### config.mk
export PLATFORM = sky130hd
export DESIGN_NAME = gtx_tx_phase_sync
export DESIGN_NICKNAME = d
export VERILOG_FILES = /design/src/rtl/gtx_tx_phase_sync.sv
export SDC_FILE = /design/constraint.sdc
export NUM_CORES = 1
export LEC_CHECK = 0
export CAP_MARGIN = 15
export CORE_MARGIN = 2
export CORE_UTILIZATION = 57
export CTS_CLUSTER_SIZE = 24
export DETAILED_ROUTE_END_ITERATION = 10
export PLACE_DENSITY_LB_ADDON = 0.25
export SLEW_MARGIN = 10
export SYNTH_ARGS = -nofsm -noshare
export SYNTH_HDL_FRONTEND = slang
export SYNTH_SLANG_ARGS = --single-unit
export TNS_END_PERCENT = 100
### constraint.sdc
create_clock -name CLK -period 2.3 [get_ports CLK]
set_clock_uncertainty 0.2 [all_clocks]
set_input_delay 0.23 -clock CLK [delete_from_list [all_inputs] [get_ports CLK]]
set_output_delay 0.23 -clock CLK [all_outputs]
set_load 0.005 [all_outputs]
### src/rtl/gtx_tx_phase_sync.sv
// GTX TX buffer-bypass phase-alignment sequencer (TXENPMAPHASEALIGN then TXPMASETPHASE).
// Optional macro TX_PHASE_RESYNC_EN: loss of TXRESETDONE in Sync_Done reruns the sequence.
module gtx_tx_phase_sync #(
    parameter int ALIGN_WAIT = 32,
    parameter int PHASE_WAIT = 8192,
    parameter int CNT_W      = 14
) (
    input  logic CLK,
    input  logic RST,
    input  logic GTX_RST,
    input  logic TX_RESETDONE,
    output logic TXENPMAPHASEALIGN,
    output logic TXPMASETPHASE,
    output logic SYNC_DONE,
    output logic SYNC_BUSY
);

    typedef enum logic [2:0] {
        ST_RST_HOLD,
        ST_W4_RST_DONE,
        ST_ALIGN_WAIT,
        ST_PHASE_SET,
        ST_SYNC_DONE
    } state_t;

    localparam logic [CNT_W-1:0] ALIGN_LAST = CNT_W'(ALIGN_WAIT - 1);
    localparam logic [CNT_W-1:0] PHASE_LAST = CNT_W'(PHASE_WAIT - 1);

    state_t           r_state;
    state_t           w_next;
    logic [CNT_W-1:0] r_cnt;
    logic [CNT_W-1:0] w_cnt_next;
    logic             r_sync1;
    logic             r_rd_s;
    logic             r_txen;
    logic             r_txpma;
    logic             r_done;
    logic             r_busy;
    logic             w_txen;
    logic             w_txpma;
    logic             w_done;
    logic             w_busy;

    // NOTE: sequential state uses non-blocking assignments so every flop samples pre-edge values.
    always_ff @(posedge CLK or posedge RST) begin
        if (RST) begin
            r_sync1 <= 1'b0;
            r_rd_s  <= 1'b0;
            r_state <= ST_RST_HOLD;
            r_cnt   <= '0;
        end else begin
            r_sync1 <= TX_RESETDONE;
            r_rd_s  <= r_sync1;
            r_state <= w_next;
            r_cnt   <= w_cnt_next;
        end
    end

    // GTX_RST overrides everything; losing rd_s mid-sequence restarts from W4RstDone.
    always_comb begin
        w_next = r_state;
        if (GTX_RST) begin
            w_next = ST_RST_HOLD;
        end else begin
            case (r_state)
                ST_RST_HOLD:    w_next = ST_W4_RST_DONE;
                ST_W4_RST_DONE: if (r_rd_s) w_next = ST_ALIGN_WAIT;
                ST_ALIGN_WAIT: begin
                    if (!r_rd_s)                 w_next = ST_W4_RST_DONE;
                    else if (r_cnt == ALIGN_LAST) w_next = ST_PHASE_SET;
                end
                ST_PHASE_SET: begin
                    if (!r_rd_s)                 w_next = ST_W4_RST_DONE;
                    else if (r_cnt == PHASE_LAST) w_next = ST_SYNC_DONE;
                end
                ST_SYNC_DONE: begin
`ifdef TX_PHASE_RESYNC_EN
                    if (!r_rd_s) w_next = ST_W4_RST_DONE;
`else
                    w_next = ST_SYNC_DONE;
`endif
                end
                default:        w_next = ST_RST_HOLD;
            endcase
        end
    end

    // Counter restarts on every state change and saturates at the terminal value.
    always_comb begin
        w_cnt_next = r_cnt;
        if (w_next != r_state) begin
            w_cnt_next = '0;
        end else if ((r_state == ST_ALIGN_WAIT && r_cnt != ALIGN_LAST) ||
                     (r_state == ST_PHASE_SET  && r_cnt != PHASE_LAST)) begin
            w_cnt_next = r_cnt + CNT_W'(1);
        end
    end

    // NOTE: every output gets a default first so this decode cannot infer latches.
    always_comb begin
        w_txen  = 1'b0;
        w_txpma = 1'b0;
        w_done  = 1'b0;
        w_busy  = 1'b0;
        case (w_next)
            ST_W4_RST_DONE: w_busy = 1'b1;
            ST_ALIGN_WAIT: begin
                w_txen = 1'b1;
                w_busy = 1'b1;
            end
            ST_PHASE_SET: begin
                w_txen  = 1'b1;
                w_txpma = 1'b1;
                w_busy  = 1'b1;
            end
            ST_SYNC_DONE: begin
                w_txen = 1'b1;
                w_done = 1'b1;
            end
            default: ;
        endcase
    end

    always_ff @(posedge CLK or posedge RST) begin
        if (RST) begin
            r_txen  <= 1'b0;
            r_txpma <= 1'b0;
            r_done  <= 1'b0;
            r_busy  <= 1'b0;
        end else begin
            r_txen  <= w_txen;
            r_txpma <= w_txpma;
            r_done  <= w_done;
            r_busy  <= w_busy;
        end
    end

    assign TXENPMAPHASEALIGN = r_txen;
    assign TXPMASETPHASE     = r_txpma;
    assign SYNC_DONE         = r_done;
    assign SYNC_BUSY         = r_busy;

`ifndef SYNTHESIS
    string statename;
    always_comb begin
        case (r_state)
            ST_RST_HOLD:    statename = "Rst_Hold";
            ST_W4_RST_DONE: statename = "W4RstDone";
            ST_ALIGN_WAIT:  statename = "Align_Wait";
            ST_PHASE_SET:   statename = "Phase_Set";
            ST_SYNC_DONE:   statename = "Sync_Done";
            default:        statename = "Unknown";
        endcase
    end
`endif

endmodule

Yosys cells after proc, flatten, opt, wreduce, memory -nomap -nowiden:

Index checks and enable logic that the tools add are counted.

* add/sub/neg operators: 1
* equality and inequality tests: 13
* multiplexer cells: 13
* reduce and logical (&&, ||, !) cells: 7

Operators with widths (number)
* two-way mux 14 bit: 2
* two-way mux 3 bit: 6
* case mux 3 bit (5 select lines): 1
* adder 14 x 1 -> 14 bit (second input constant): 1
* == test 14 x 13 -> 1 bit (second input constant): 1
* == test 14 x 5 -> 1 bit (second input constant): 1
* != test 14 x 13 -> 1 bit (second input constant): 1
* != test 14 x 5 -> 1 bit (second input constant): 1
* == test 3 x 2 -> 1 bit (second input constant): 4
* == test 3 x 1 -> 1 bit (second input constant): 2
* == test 3 bit (second input constant): 2
* OR reduction 3 bit: 2
* two-way mux 1 bit: 4
* logical NOT 3 bit: 1
* != test 3 bit: 1
* logical AND 1 bit: 2
* nonzero test 2 bit: 1
* logical OR 1 bit: 1

* register bits after elaboration: 23
* input bits: 4
* output and inout port bits: 4
* logic and storage cells: 42

Depth between registers and ports, before layout:

* depth in word-level cells: 8
* depth in mapped cells: 7
* depth with buffers taken out: 6

Least setup slack after synthesis:

OpenSTA, ideal clock, no wires.

* path kind: reg2reg
* start point: register r_cnt[0]
* end point: register r_cnt[11]
* library setup time: 77 ps
* data arrival time: 1719 ps
* required time: 2023 ps
* path slack: 303 ps
* stages on the path, launching flop included: 7
* buffers on the path: 0
* period minus slack after synthesis: 1997 ps
* cell sequence: dfrtp_1 > ha_1 > and4b_4 > nand4_4 > o211ai_2 > or4_1 > a21oi_1

* cells in the longest elaborated chain, start to end: 7
* elaborated cells on any way between the ends: 18
* classes of those cells: add/sub: 1; eq/ne: 5; mux: 8; reduce/logical: 4

Ends and longest elaborated chain
* from (decl): RTL line 31 `logic [CNT_W-1:0] r_cnt;`
* from (signal assigned): RTL line 55 `r_cnt <= w_cnt_next;`
* == test 14 x 13 -> 1 bit / == test 14 x 5 -> 1 bit (equally long branches): RTL line 74, 70
* two-way mux 3 bit (on tied branches): RTL line 74, 70
* two-way mux 3 bit (on tied branches): RTL line 73, 69
* case mux 3 bit (5 select lines): RTL line 65 `case (r_state)`
* two-way mux 3 bit: RTL line 62 `if (GTX_RST) begin`
* != test 3 bit: RTL line 91 `if (w_next != r_state) begin`
* two-way mux 14 bit / nonzero test 2 bit (equally long branches)

Several ways; a longest one is shown, not always the timed one. The select of a mux whose other input is x is not followed.
A chain may end at the register's enable or synchronous reset.

Worst setup path in the final report:

* start point: register r_cnt[1]
* end point: register r_cnt[11]

Same word-level chain as after synthesis.

==> impl_metrics.py <==
metrics = {
    "power": {
        "leakage_nw": 0.577,
        "finalPower_w": 0.000678,
        "power_density_mw_per_mm2": 486,
        "vdd_drop_max_uv": 336,
    },
    "yosys": {
        "synth_nets": 127,
        "avgSynthCellArea_um2": 10.3,
        "syn_area_mm2": 0.00126,
        "yosysSeqAreaShare": 0.456,
        "syn_inst": 122,
        "ys_types": 40,
        "ys_ff_latch": 23,
        "yosys_warnings": 0,
    },
    "worst_setup_path": {
        "arrival_ns": 2.21,
        "crit_family": "simple AND/OR/NAND/NOR gates",
        "worst-endpoint-required_ns": 2.35,
        "ff2ff_path_depth": 6,
        "r2r_setup_slack_ns": 0.14,
        "worstReg2RegEnd": "r_cnt[11]",
        "startpoint_type": "flop",
        "path_max_fanout": 18,
        "crit_type": "reg -> reg",
        "slowest_stage": "or4_1",
        "cp-end-kind": "flop",
        "crit_chain": "ha_1, and4b_4, nand4_4, o211ai_4, or4_1, a21oi_1",
        "max_stage_delay_ns": 0.54,
        "path_buf_inv": 0,
        "r2r-start": "r_cnt[1]",
    },
    "cts": {
        "cts-root-buf": "clkbuf_4",
        "worstSkewPairLatency_ns": 0.31,
        "cts_buffer_depth": 2,
        "htreeDepth": 1,
        "cts_sinks": 23,
        "postCtsHoldBufs": 0,
        "clkTransAtPathRegs_ns": 0.13,
        "cts_tree": "built",
        "cts_buffers": 3,
    },
    "hold_path": {
        "hp-class": "in -> async",
    },
    "layout": {
        "final_cell_mix": "dfrtp_1 (23), nor2_1 (12), a21oi_1 (10)",
        "fillers": 187,
        "area_growth_pct": 10.5,
        "final_cell_area_mm2": 0.00140,
        "drive_gt1_frac": 0.165,
        "final_common_cell": "dfrtp_1",
        "num_antenna_cells": 0,
        "seqCellArea_um2": 576,
        "multiInputGateArea_um2": 642,
        "nets": 139,
    },
    "place": {
        "dpl_cell_area_mm2": 0.00136,
        "port_buffers": 7,
        "gp_congestion": 0.807,
        "pre_cts_slack_ns": -0.00398,
        "hpwl_um": 1770,
    },
    "drt": {
        "routedWlPerCell_um": 15.0,
        "vias": 977,
        "drt-pass1-iter-count": 4,
        "drcViolationCount": 0,
        "drtAntennaViolNets": 0,
        "first_iter_violations": 26,
        "avgViaCountPerCell": 6.07,
        "wirelength_um": 2410,
    },
    "timing": {
        "worst_slack_ns": 0.142,
        "fin_crit_ns": 2.16,
        "final_hold_viol_count": 0,
        "setup_viol": 0,
        "rsz0062_at_grt": "false",
        "hold_slack_ns": 0.0332,
        "period_share": 0.938,
        "worst-slew-pin-transition_ns": 0.462,
        "slew_headroom": 0.690,
        "fmax_mhz": 463,
        "setup_tns_ns": 0,
        "report.final.slew_viol_count": 0,
    },
    "grt": {
        "grt_use_met3": 0.0263,
        "top_usage_layer": "met2",
        "grt_overflow": 0,
        "grt_use_met2": 0.368,
        "grt_max_degree": 24,
        "grt_pass1_wl_um": 4200,
        "grt_pass1_vias": 919,
        "antenna_found_initial": 0,
        "met1_usage": 0.284,
        "grt_usage": 0.217,
    },
    "floorplan": {
        "die_y_um": 51.1,
        "dieArea_mm2": 0.00261,
        "ios": 8,
        "die_x_um": 51.1,
        "rows": 17,
        "coreArea_mm2": 0.00215,
        "start_util": 0.588,
    },
    "status": {
        "outcome": "complete, no violations",
    },
    "job": {
        "maxCapViolations": 0,
    },
}
## stage by stage
| stage | utilization | instances |
|---|---|---|
| final | 0.649 | 161 |
| after global routing | 0.649 | 161 |
| after CTS | 0.649 | 161 |
| after detailed placement | 0.632 | 157 |
| after global placement | 0.632 | 157 |
| after floorplan | - | 122 |
## worst max path at each step
stage	startpoint	end	slack [ns]	cells after the start
global route	r_cnt[1]	r_cnt[9]	0.02	6
global placement	r_cnt[1]	r_cnt[11]	0.09	6
floorplan	r_cnt[0]	r_cnt[11]	0.30	6
CTS	r_cnt[1]	r_cnt[11]	0.14	6
finish	r_cnt[1]	r_cnt[11]	0.14	6
detailed placement	r_cnt[1]	r_cnt[13]	-0.004	6
## power by group
group	internal, W	total (W)	switching [W]
registers	0.000413	0.000418	0.00000452
logic	0.0000275	0.0000710	0.0000434
clock network	0.0000651	0.000189	0.000124
## per-layer routing
layer / vias to the layer above / wire (um)
li1: 480 / -
met1: 469 / 1100
met2: 23 / 1190
met3: 5 / 77
met4: 0 / 44
met5: - / 0
## worst register-to-register path: cells and delay by family, from the launching register on
family / cells / cell delay [ns]
adders and majority gates: 1 / 0.23
DFF: 1 / 0.43
AOI/OAI and AO/OA: 2 / 0.34
and+or+nand+nor: 3 / 0.91
## registers in the layout (all words and copies together) (netlist names)
register and cells:
r_cnt 14, r_state 3, SYNC_BUSY 1, SYNC_DONE 1
TXENPMAPHASEALIGN 1, TXPMASETPHASE 1, r_rd_s 1, r_sync1 1
## logic make-up after synthesis
family / Yosys count / share of synthesized area
simple gates: 53 / 0.292
fa+ha+maj: 1 / 0.00991
flops: 23 / 0.456
buf+inv: 8 / 0.0426
compound gates: 33 / 0.170
mux: 1 / 0.00793
xor+xnor: 3 / 0.0208
## cell usage after synthesis (all sizes together)
cell type | instances | share of area
xor2 | 3 | 0.021
o31ai | 3 | 0.018
buf | 3 | 0.027
nor3 | 2 | 0.0079
nand2 | 7 | 0.021
o211ai | 1 | 0.0099
nand2b | 1 | 0.011
ha | 1 | 0.0099
a311o | 1 | 0.0079
or3 | 9 | 0.047
dfrtp | 23 | 0.46
inv | 4 | 0.012
nand3 | 7 | 0.036
o21ai | 10 | 0.040
or4 | 3 | 0.018
and4 | 3 | 0.023
nand4 | 2 | 0.034
nor2b | 1 | 0.0050
a21oi | 11 | 0.047
a32oi | 1 | 0.0069
and4b | 1 | 0.011
o22ai | 1 | 0.0050
a31oi | 1 | 0.0050
o2111ai | 2 | 0.019
nor2 | 12 | 0.036
and2b | 1 | 0.0059
a211o | 1 | 0.0069
nor4b | 1 | 0.019
mux2i | 1 | 0.0079
and3 | 2 | 0.014
nor3b | 1 | 0.0059
o21a | 1 | 0.0059
clkbuf | 1 | 0.0040
## layout make-up
| class | count | area share |
|---|---|---|
| multi-input combinational | 91 | 0.460 |
| sequential | 23 | 0.413 |
| timing repair buffer | 11 | 0.0717 |
| tap | 28 | 0.0251 |
| clock buffer | 3 | 0.0161 |
| inverter | 4 | 0.0108 |
| clock inverter | 1 | 0.00359 |
## repair_timing
action | CTS | global route
buffers inserted | 0 | 0
endpoints found under the setup margin | 2 | 1
gates cloned | 0 | 0
gates resized for setup | 1 | 1
(Power assumes the default switching activity.)
